===== src/rtl/rand_pkg.sv =====
// ----------------------------------------------------------------------------
// rand_pkg
// Shared types and default constants for the random food-coordinate
// generator: the request FSM state encoding and the default 9-bit Galois
// tap mask / reset seed inherited from the original food-position LFSR.
// Optional build macro used by the importing modules: RAND_LOCKUP_GUARD_EN.
// ----------------------------------------------------------------------------
package rand_pkg;

   typedef enum logic [1:0] {
      IDLE = 2'd0,
      DRAW = 2'd1,
      RESP = 2'd2
   } rand_state_e;

   localparam logic [8:0] DEFAULT_TAPS = 9'h070;
   localparam logic [8:0] DEFAULT_SEED = 9'd132;

endpackage


===== src/rtl/rand_coord_gen_lfsr_core.sv =====
// ----------------------------------------------------------------------------
// lfsr_core
// Galois LFSR state register with synchronous load and optional lock-up
// guard.
//   clk      in   system clock
//   rst_n    in   asynchronous active-low reset (state <= RESET_SEED)
//   step_i   in   advance the LFSR one step this cycle
//   load_i   in   load seed_i (priority over step_i)
//   seed_i   in   seed value
//   state_o  out  current LFSR state
// Build macro RAND_LOCKUP_GUARD_EN: when defined, a zero seed loads
// RESET_SEED instead and a zero state is replaced by RESET_SEED on the next
// edge, so the register can never stick at zero.
// ----------------------------------------------------------------------------
module lfsr_core
   import rand_pkg::*;
#(
   parameter int unsigned          WIDTH      = 9,
   parameter logic [WIDTH-1:0]     TAPS       = WIDTH'(DEFAULT_TAPS),
   parameter logic [WIDTH-1:0]     RESET_SEED = WIDTH'(DEFAULT_SEED)
) (
   input  logic             clk,
   input  logic             rst_n,
   input  logic             step_i,
   input  logic             load_i,
   input  logic [WIDTH-1:0] seed_i,
   output logic [WIDTH-1:0] state_o
);

   // Bit 0 of the tap mask has no effect: next[0] is always the feedback bit.
   localparam logic [WIDTH-1:0] TAP_MASK = {TAPS[WIDTH-1:1], 1'b0};

   logic [WIDTH-1:0] state_q;
   logic [WIDTH-1:0] state_d;
   logic [WIDTH-1:0] step_val;
   logic             feedback;

   assign feedback = state_q[WIDTH-1];
   assign step_val = {state_q[WIDTH-2:0], feedback} ^ (TAP_MASK & {WIDTH{feedback}});

   always_comb begin
      state_d = state_q;
      if (load_i) begin
         state_d = seed_i;
      end else if (step_i) begin
         state_d = step_val;
      end
`ifdef RAND_LOCKUP_GUARD_EN
      if (load_i && (seed_i == '0)) begin
         state_d = RESET_SEED;
      end else if (!load_i && (state_q == '0)) begin
         state_d = RESET_SEED;
      end
`endif
   end

   always_ff @(posedge clk or negedge rst_n) begin
      if (!rst_n) begin
         state_q <= RESET_SEED;
      end else begin
         state_q <= state_d;
      end
   end

   assign state_o = state_q;

endmodule


===== src/rtl/rand_coord_gen.sv =====
// ----------------------------------------------------------------------------
// rand_coord_gen
// Food-placement coordinate generator. Wraps a parametrised Galois LFSR and
// answers coordinate requests by rejection sampling: each DRAW cycle the low
// LFSR bits form a candidate (x, y) that is queried against the external
// body-map occupancy; the first on-grid free candidate is returned, or a
// failure after MAX_TRIES rejected candidates.
//   clk, rst_n            clock / asynchronous active-low reset
//   en, load, seed        free-running LFSR control (load > draw > en)
//   rand_num              current LFSR state
//   req                   coordinate request, accepted only in IDLE
//   cand_valid/x/y        candidate being queried (DRAW state)
//   occ_hit               combinational occupancy answer for the candidate
//   rsp_valid/ready       response handshake, held until accepted
//   rsp_x/y/fail          returned cell, or fail with (0,0)
// Build macro RAND_LOCKUP_GUARD_EN: forwarded to lfsr_core (zero lock-up
// guard). Default build leaves the guard out.
// ----------------------------------------------------------------------------
module rand_coord_gen
   import rand_pkg::*;
#(
   parameter int unsigned      WIDTH      = 9,
   parameter logic [WIDTH-1:0] TAPS       = WIDTH'(DEFAULT_TAPS),
   parameter logic [WIDTH-1:0] RESET_SEED = WIDTH'(DEFAULT_SEED),
   parameter int unsigned      GRID_W     = 20,
   parameter int unsigned      GRID_H     = 15,
   parameter int unsigned      MAX_TRIES  = 8,
   localparam int unsigned     XW         = $clog2(GRID_W),
   localparam int unsigned     YW         = $clog2(GRID_H)
) (
   input  logic             clk,
   input  logic             rst_n,
   input  logic             en,
   input  logic             load,
   input  logic [WIDTH-1:0] seed,
   output logic [WIDTH-1:0] rand_num,
   input  logic             req,
   output logic             cand_valid,
   output logic [XW-1:0]    cand_x,
   output logic [YW-1:0]    cand_y,
   input  logic             occ_hit,
   output logic             rsp_valid,
   input  logic             rsp_ready,
   output logic [XW-1:0]    rsp_x,
   output logic [YW-1:0]    rsp_y,
   output logic             rsp_fail
);

   localparam int unsigned     CW    = $clog2(MAX_TRIES + 1);
   localparam logic [CW-1:0]   MAX_T = CW'(MAX_TRIES);

   rand_state_e      state_q, state_d;
   logic [CW-1:0]    tries_q, tries_d;
   logic [CW-1:0]    tries_inc;
   logic [XW-1:0]    rsp_x_q, rsp_x_d;
   logic [YW-1:0]    rsp_y_q, rsp_y_d;
   logic             rsp_fail_q, rsp_fail_d;
   logic             lfsr_step;
   logic             in_grid;
   logic             cand_ok;

   // The LFSR advances every DRAW cycle so that each retry sees a fresh
   // candidate, independent of en.
   assign lfsr_step = (state_q == DRAW) || en;

   lfsr_core #(
      .WIDTH      (WIDTH),
      .TAPS       (TAPS),
      .RESET_SEED (RESET_SEED)
   ) u_lfsr (
      .clk     (clk),
      .rst_n   (rst_n),
      .step_i  (lfsr_step),
      .load_i  (load),
      .seed_i  (seed),
      .state_o (rand_num)
   );

   assign cand_x     = rand_num[XW-1:0];
   assign cand_y     = rand_num[XW+YW-1:XW];
   assign cand_valid = (state_q == DRAW);
   assign rsp_valid  = (state_q == RESP);
   assign rsp_x      = rsp_x_q;
   assign rsp_y      = rsp_y_q;
   assign rsp_fail   = rsp_fail_q;

   // Extra MSB on the compare so a power-of-two grid dimension still fits.
   assign in_grid = ({1'b0, cand_x} < (XW+1)'(GRID_W)) &&
                    ({1'b0, cand_y} < (YW+1)'(GRID_H));
   assign cand_ok = in_grid && !occ_hit;

   // Saturating increment of the try counter.
   assign tries_inc = (tries_q == MAX_T) ? tries_q : tries_q + 1'b1;

   always_comb begin
      state_d    = state_q;
      tries_d    = tries_q;
      rsp_x_d    = rsp_x_q;
      rsp_y_d    = rsp_y_q;
      rsp_fail_d = rsp_fail_q;
      case (state_q)
         IDLE: begin
            if (req) begin
               tries_d = '0;
               state_d = DRAW;
            end
         end
         DRAW: begin
            if (cand_ok) begin
               rsp_x_d    = cand_x;
               rsp_y_d    = cand_y;
               rsp_fail_d = 1'b0;
               state_d    = RESP;
            end else begin
               tries_d = tries_inc;
               if (tries_inc >= MAX_T) begin
                  rsp_x_d    = '0;
                  rsp_y_d    = '0;
                  rsp_fail_d = 1'b1;
                  state_d    = RESP;
               end
            end
         end
         RESP: begin
            if (rsp_ready) begin
               state_d = IDLE;
            end
         end
         default: begin
            state_d = IDLE;
         end
      endcase
   end

   always_ff @(posedge clk or negedge rst_n) begin
      if (!rst_n) begin
         state_q    <= IDLE;
         tries_q    <= '0;
         rsp_x_q    <= '0;
         rsp_y_q    <= '0;
         rsp_fail_q <= 1'b0;
      end else begin
         state_q    <= state_d;
         tries_q    <= tries_d;
         rsp_x_q    <= rsp_x_d;
         rsp_y_q    <= rsp_y_d;
         rsp_fail_q <= rsp_fail_d;
      end
   end

endmodule


===== config.mk =====
export PLATFORM = sky130hd
export DESIGN_NAME = rand_coord_gen
export DESIGN_NICKNAME = d
export VERILOG_FILES = /design/src/rtl/rand_pkg.sv /design/src/rtl/rand_coord_gen_lfsr_core.sv /design/src/rtl/rand_coord_gen.sv
export SDC_FILE = /design/constraint.sdc
export NUM_CORES = 1
export LEC_CHECK = 0
export CORE_MARGIN = 2
export CORE_UTILIZATION = 47
export CTS_CLUSTER_DIAMETER = 30
export CTS_CLUSTER_SIZE = 28
export DETAILED_ROUTE_END_ITERATION = 10
export PLACE_DENSITY = 0.83
export SLEW_MARGIN = 20
export SYNTH_ARGS = -nofsm -noshare
export SYNTH_HDL_FRONTEND = slang
export SYNTH_SLANG_ARGS = --single-unit

===== constraint.sdc =====
create_clock -name clk -period 2.4 [get_ports clk]
set_input_delay 0.48 -clock clk [delete_from_list [all_inputs] [get_ports clk]]
set_output_delay 0.48 -clock clk [all_outputs]
set_load 0.05 [all_outputs]

## Word-level counts from Yosys, hierarchy flattened

Cells that the tools add are included.

- Add/sub/neg operators: 1
- Magnitude comparators: 3
- Equal/unequal tests: 7
- Multiplexer cells: 17
- Bitwise logic cells: 1
- Reduce and logical (&&, ||, !) cells: 11

Operator list:

| cell | count |
|---|---|
| 4-bit 2-to-1 mux | 5 |
| 9-bit 2-to-1 mux | 2 |
| 5-bit 2-to-1 mux | 2 |
| 9-bit by 7-bit bitwise XOR with 9-bit output | 1 |
| 2-bit 2-to-1 mux | 4 |
| 4-bit one-hot mux with 2 select lines | 1 |
| 2-bit one-hot mux with 3 select lines | 1 |
| 3-bit AND reduction | 2 |
| 2-bit nonzero test | 3 |
| 5-bit less-than comparator (second input constant) | 1 |
| 4-bit by 1-bit adder with 4-bit output (second input constant) | 1 |
| 4-bit equality test (second input constant) | 1 |
| 4-bit >= comparator (second input constant) | 1 |
| 4-bit less-than comparator (second input constant) | 1 |
| 2-bit != test (second input constant) | 2 |
| 3-bit by 1-bit != test with 1-bit output (second input constant) | 1 |
| 2-bit by 1-bit equality test with 1-bit output (second input constant) | 1 |
| 2-bit equality test (second input constant) | 1 |
| 1-bit logical AND | 2 |
| 2-bit logical NOT | 1 |
| 1-bit 2-to-1 mux | 2 |
| 2-bit by 1-bit != test with 1-bit output (second input constant) | 1 |
| 2-bit AND reduction | 1 |
| 1-bit logical NOT | 1 |
| 1-bit logical OR | 1 |

- Flip-flop bits (word level): 25

## Logic depth before layout (Yosys ltp)

Gate-level depths: netlist of the first run.

- Depth after elaboration: 6
- Depth in mapped cells: 6
- Gate-level depth less buffers: 6

## Cells and area by module

From an unflattened synthesis of the first run, not the netlist that was laid out.

- Cells, all modules: 119
- Area, all modules: 1301.2 sq um

By module, submodules not included:

| module | times used | cells an instance | area each (sq um) | seq. area each (sq um) |
|---|---|---|---|---|
| rand_coord_gen | 1 | 75 | 830.8 | 400.4 |
| lfsr_core | 1 | 44 | 470.5 | 227.7 |

## Worst setup path before layout of the first run

OpenSTA, ideal clock, no wires.

- Path type: reg2reg
- Start: register u_lfsr.state_q[8], in the netlist u_lfsr.state_o[8]
- End: register tries_q[1]
- Setup time: 0.121 ns
- Arrival time: 1.672 ns
- Setup slack: 0.607 ns
- Stages on the path, launching flop included: 7
- Cell sequence: dfrtp_1 -> buf_6 -> a41oi_2 -> and2_4 -> buf_6 -> a22o_1 -> a22o_1

- Cells in the longest elaborated chain, start to end: 5

RTL lines:

| what | RTL line | source |
|---|---|---|
| from (decl) | rand_coord_gen_lfsr_core.sv:33 | `logic [WIDTH-1:0] state_q;` |
| from (signal assigned) | rand_coord_gen_lfsr_core.sv:61 | `state_q <= state_d;` |
| 4-bit less-than comparator | rand_coord_gen.sv:89 | `({1'b0, cand_y} < (YW+1)'(GRID_H));` |
| 1-bit logical AND | rand_coord_gen.sv:88 | `assign in_grid = ({1'b0, cand_x} < (XW+1)'(GRID_W)) &&` |
| 1-bit logical AND | rand_coord_gen.sv:90 | `assign cand_ok = in_grid && !occ_hit;` |
| 2-bit != test (no source line) | -- |  |
| 3-bit AND reduction (no source line) | -- |  |
| to (signal assigned) | rand_coord_gen.sv:144 | `tries_q <= tries_d;` |
| to (decl) | rand_coord_gen.sv:53 | `logic [CW-1:0] tries_q, tries_d;` |

Every way passes these cells.
A chain may end at the register's enable or synchronous reset.

## Worst setup path after layout of the first run

- Start: register u_lfsr.state_q[8], in the netlist u_lfsr.state_o[8]
- End: output port cand_y[3]

RTL lines:

| what | RTL line | source |
|---|---|---|
| to (decl) | rand_coord_gen.sv:40 | `output logic [YW-1:0] cand_y,` |

No word-level cell between the ends.

==> impl_results.md, run 1 <==
* Run status: finished, final reports clean
* Cells on worst reg2reg path at 4
* Post-layout min period at 2310 ps
* P_leak at about 0.77 nW
* WHS at ~500 ps
* Reg2Reg Launch Point: u_lfsr.state_o[8]
* Crit Path Class: flop to output port
* Worst Hold Class: input port to async pin
* Synth cell count leaders: dfrtp_1, nand2_1, a22o_1, o21ai_1, buf_4
* Max-cap viol count at 0
* Pin count of the biggest net entering global routing at 26
* Number of setup violations in the final report at 0
* Final setup skew at 14.4 ps
* Pre-CTS setup slack at approximately 440 ps
* I/O pins at between 40 and 50
* Area share of the largest cell type after synthesis at 0.447
* Synthesized area at ~1300 sq um
* Die Footprint at between 3000 and 4000 sq um
* Worst-margin pin slew at ~620 ps
* RSZ-0062 raised after global routing: no
* Synth area leader: dfrtp_1
* CTS clock-pin slew for the worst setup and hold paths at roughly 150 ps
* Via-to-Cell Ratio at between 5 and 6
* Mapped Nets at about 140
* R2r endpoint: rsp_x[4]
* CP Launch Type: flop
* Clk sinks at 25
* CTS HTree Levels at 1
* Row count at 18
* R2r setup slk at approximately 750 ps
* Post-layout util at 0.676
* CP max stage cell: clkdlybuf4s50_1
* Total CTS buffers at 3
* Die H at approximately 56 um
* DR iter-0 viols at 42
* Hpwl dp at about 2.2 mm
* Ys Warns at 0
* Area grow syn2layout at 33.5%
* Chip width at 56.3 um
* Via count at between 1,000 and 1,500
* Sequential-to-total area share from yosys stat at 0.488
* Slew Viols, Final at 0
* Synth unique cells at 32
* Global-route wire length before repair at 5.30 mm
* Max Freq at about 430 MHz
* Post-synth EDFFs at 0
* Setup Fix Bufs, Post-CTS at 0
* Fin. Hold Viols at 0
* Routed WL at 2.97 mm
* Worst path arrival time at around 1800 ps
* Core Area at 2540 sq um
* Peak supply drop at between 1 and 1.5 mV
* Average routed wire per standard cell at roughly 16 um
* Nets at 177
* Final Worst Setup Slack at about 94 ps
* ANT nets after route at 0
* Ys flop type: dfrtp_1
* CP max stage delay at a little under 900 ps
* Kind of cell adding the most delay to the critical path: buffers and inverters
* Critical Path, Cell by Cell: clkdlybuf4s50_1
* CTS tree: built
* Ys async rst share at 1.00
* DRT Pass-1 Iters at 5
* Pwr/cell area at between 1500 and 2000 nW/um^2
* Worst relative slew slack at 0.588
* Skew-Pair Late Insertion Delay at 330 ps
* Post-Syn Instances at 120
* Residual DRC at 0
* Clock Tree Root: clkbuf_4
* Worst-path fanout max at 9
* Maximum buffer depth of the clock tree at 2
* Synth area leaders: dfrtp_1, a22o_1, buf_4, mux2i_1, o21ai_1
* Vias in the first global route at 1,083
* Mean Syn Cell Area at approximately 11 sq um
* Yosys reg bits at 25
* Buf+Inv Stages, Crit Path at 1
* GRT Overall Usage at 0.214
* PortBufs at between 40 and 50
* Most common cell in the netlist: dfrtp_1
* Crit end category: output port
* Final period utilization at 0.961
* Layout cells sized above 1 at 0.114
* Initial core utilization at 0.506
* Crit path required time at roughly 1900 ps
* Gr ovfl total at 0
* Initial antenna violation count at 0
* GPL Wtd Cong at approximately 0.77
* Antenna Cells at 0
* Sum Neg Setup Slack at 0 ps
==> worst max path at each step <==
stage | endpoint | startpoint | slack, ps | depth (start not counted)
finish | cand_y[3] | u_lfsr.state_o[8] | 90 | 1
global route | rand_num[8] | u_lfsr.state_o[8] | 9 | 1
CTS | rsp_valid | state_q[0] | 60 | 3
detailed placement | rsp_x[3] | occ_hit | 440 | 5
global placement | rsp_valid | state_q[0] | 460 | 3
floorplan | tries_q[1] | u_lfsr.state_o[8] | 610 | 6
==> through the flow <==
stage	instance area (sq um)	cells	total power (W)
after floorplan	1290	120	0.00196
after global placement	1690	184	0.00238
after detailed placement	1690	184	0.00242
after CTS	1720	188	0.00262
after global routing	1720	188	0.00274
final	1720	188	0.00260
==> cell families after synthesis <==
logic type,share of synthesized area
compound gates,0.194
simple gates,0.126
flops,0.488
buf+inv,0.0904
mux,0.0544
xor+xnor,0.0272
fa+ha+maj,0.0194
==> metal layers <==
layer / vias up / track usage / wire, um / part of all wire
met4: 0 / 0.0680 / 4 / 0.0013
met1: 485 / 0.288 / 1270 / 0.43
met2: 36 / 0.345 / 1520 / 0.51
met5: - / 0 / 0 / 0
met3: 2 / 0.0461 / 178 / 0.060
li1: 492 / - / - / -
==> flip-flops by register name, indices dropped and copies added (netlist names) <==
register	cells
rsp_fail	1
rsp_x	5
rsp_y	4
state_q	2
tries_q	4
u_lfsr.state_o	9
==> cells in the final DEF, fill, tap and decap left out, types with 2 or more instances in the layout <==
cell and instances:
clkbuf_4 3, nand2_1 14, ha_1 2, mux2i_1 7, o21ai_1 11, buf_4 3
inv_1 3, clkdlybuf4s50_1 43, a21oi_1 5, a22o_1 11, nor2_1 4, xnor2_1 4
dfstp_2 2, dfrtp_1 23, nand3_1 3, nand2b_1 2
==> worst reg2reg max path: stages, from the launching register on <==
cell	delay (ps)
dfrtp_1	550
a41oi_2	260
nand2_1	160
nor2_2	380
a22o_1	230
==> report_power, final <==
| part | switching, W | total (W) | internal (W) |
|---|---|---|---|
| sequential | 0.000201 | 0.000792 | 0.000591 |
| clock | 0.000129 | 0.000193 | 0.0000637 |
| combinational | 0.00106 | 0.00162 | 0.000559 |
==> timing repair <==
action,CTS,global route
hold buffers,0,0
resized for setup,0,1
endpoints found under the setup margin,0,1
==> cell type report <==
cell class,instances,area (sq um)
Sequential cell,25,628
Tap cell,30,37.5
Timing Repair Buffer,47,465
Clock inverter,1,7.51
Inverter,4,15.0
Clock buffer,3,22.5
Fill cell,199,826
Multi-Input combinational cell,78,543
Power figures use the tool's default switching activity.
==> inputs of run 2 (changes only) <==
--- a/config.mk
+++ b/config.mk
@@ -5,12 +5,14 @@
 export SDC_FILE = /design/constraint.sdc
 export NUM_CORES = 1
 export LEC_CHECK = 0
+export CAP_MARGIN = 20
 export CORE_MARGIN = 2
 export CORE_UTILIZATION = 47
 export CTS_CLUSTER_DIAMETER = 30
 export CTS_CLUSTER_SIZE = 28
 export DETAILED_ROUTE_END_ITERATION = 10
 export PLACE_DENSITY = 0.83
+export SKIP_CTS_REPAIR_TIMING = 1
 export SLEW_MARGIN = 20
 export SYNTH_ARGS = -nofsm -noshare
 export SYNTH_HDL_FRONTEND = slang
==> results of run 2 <==
Final layout, timing and power as in run 1 (identical DEF).
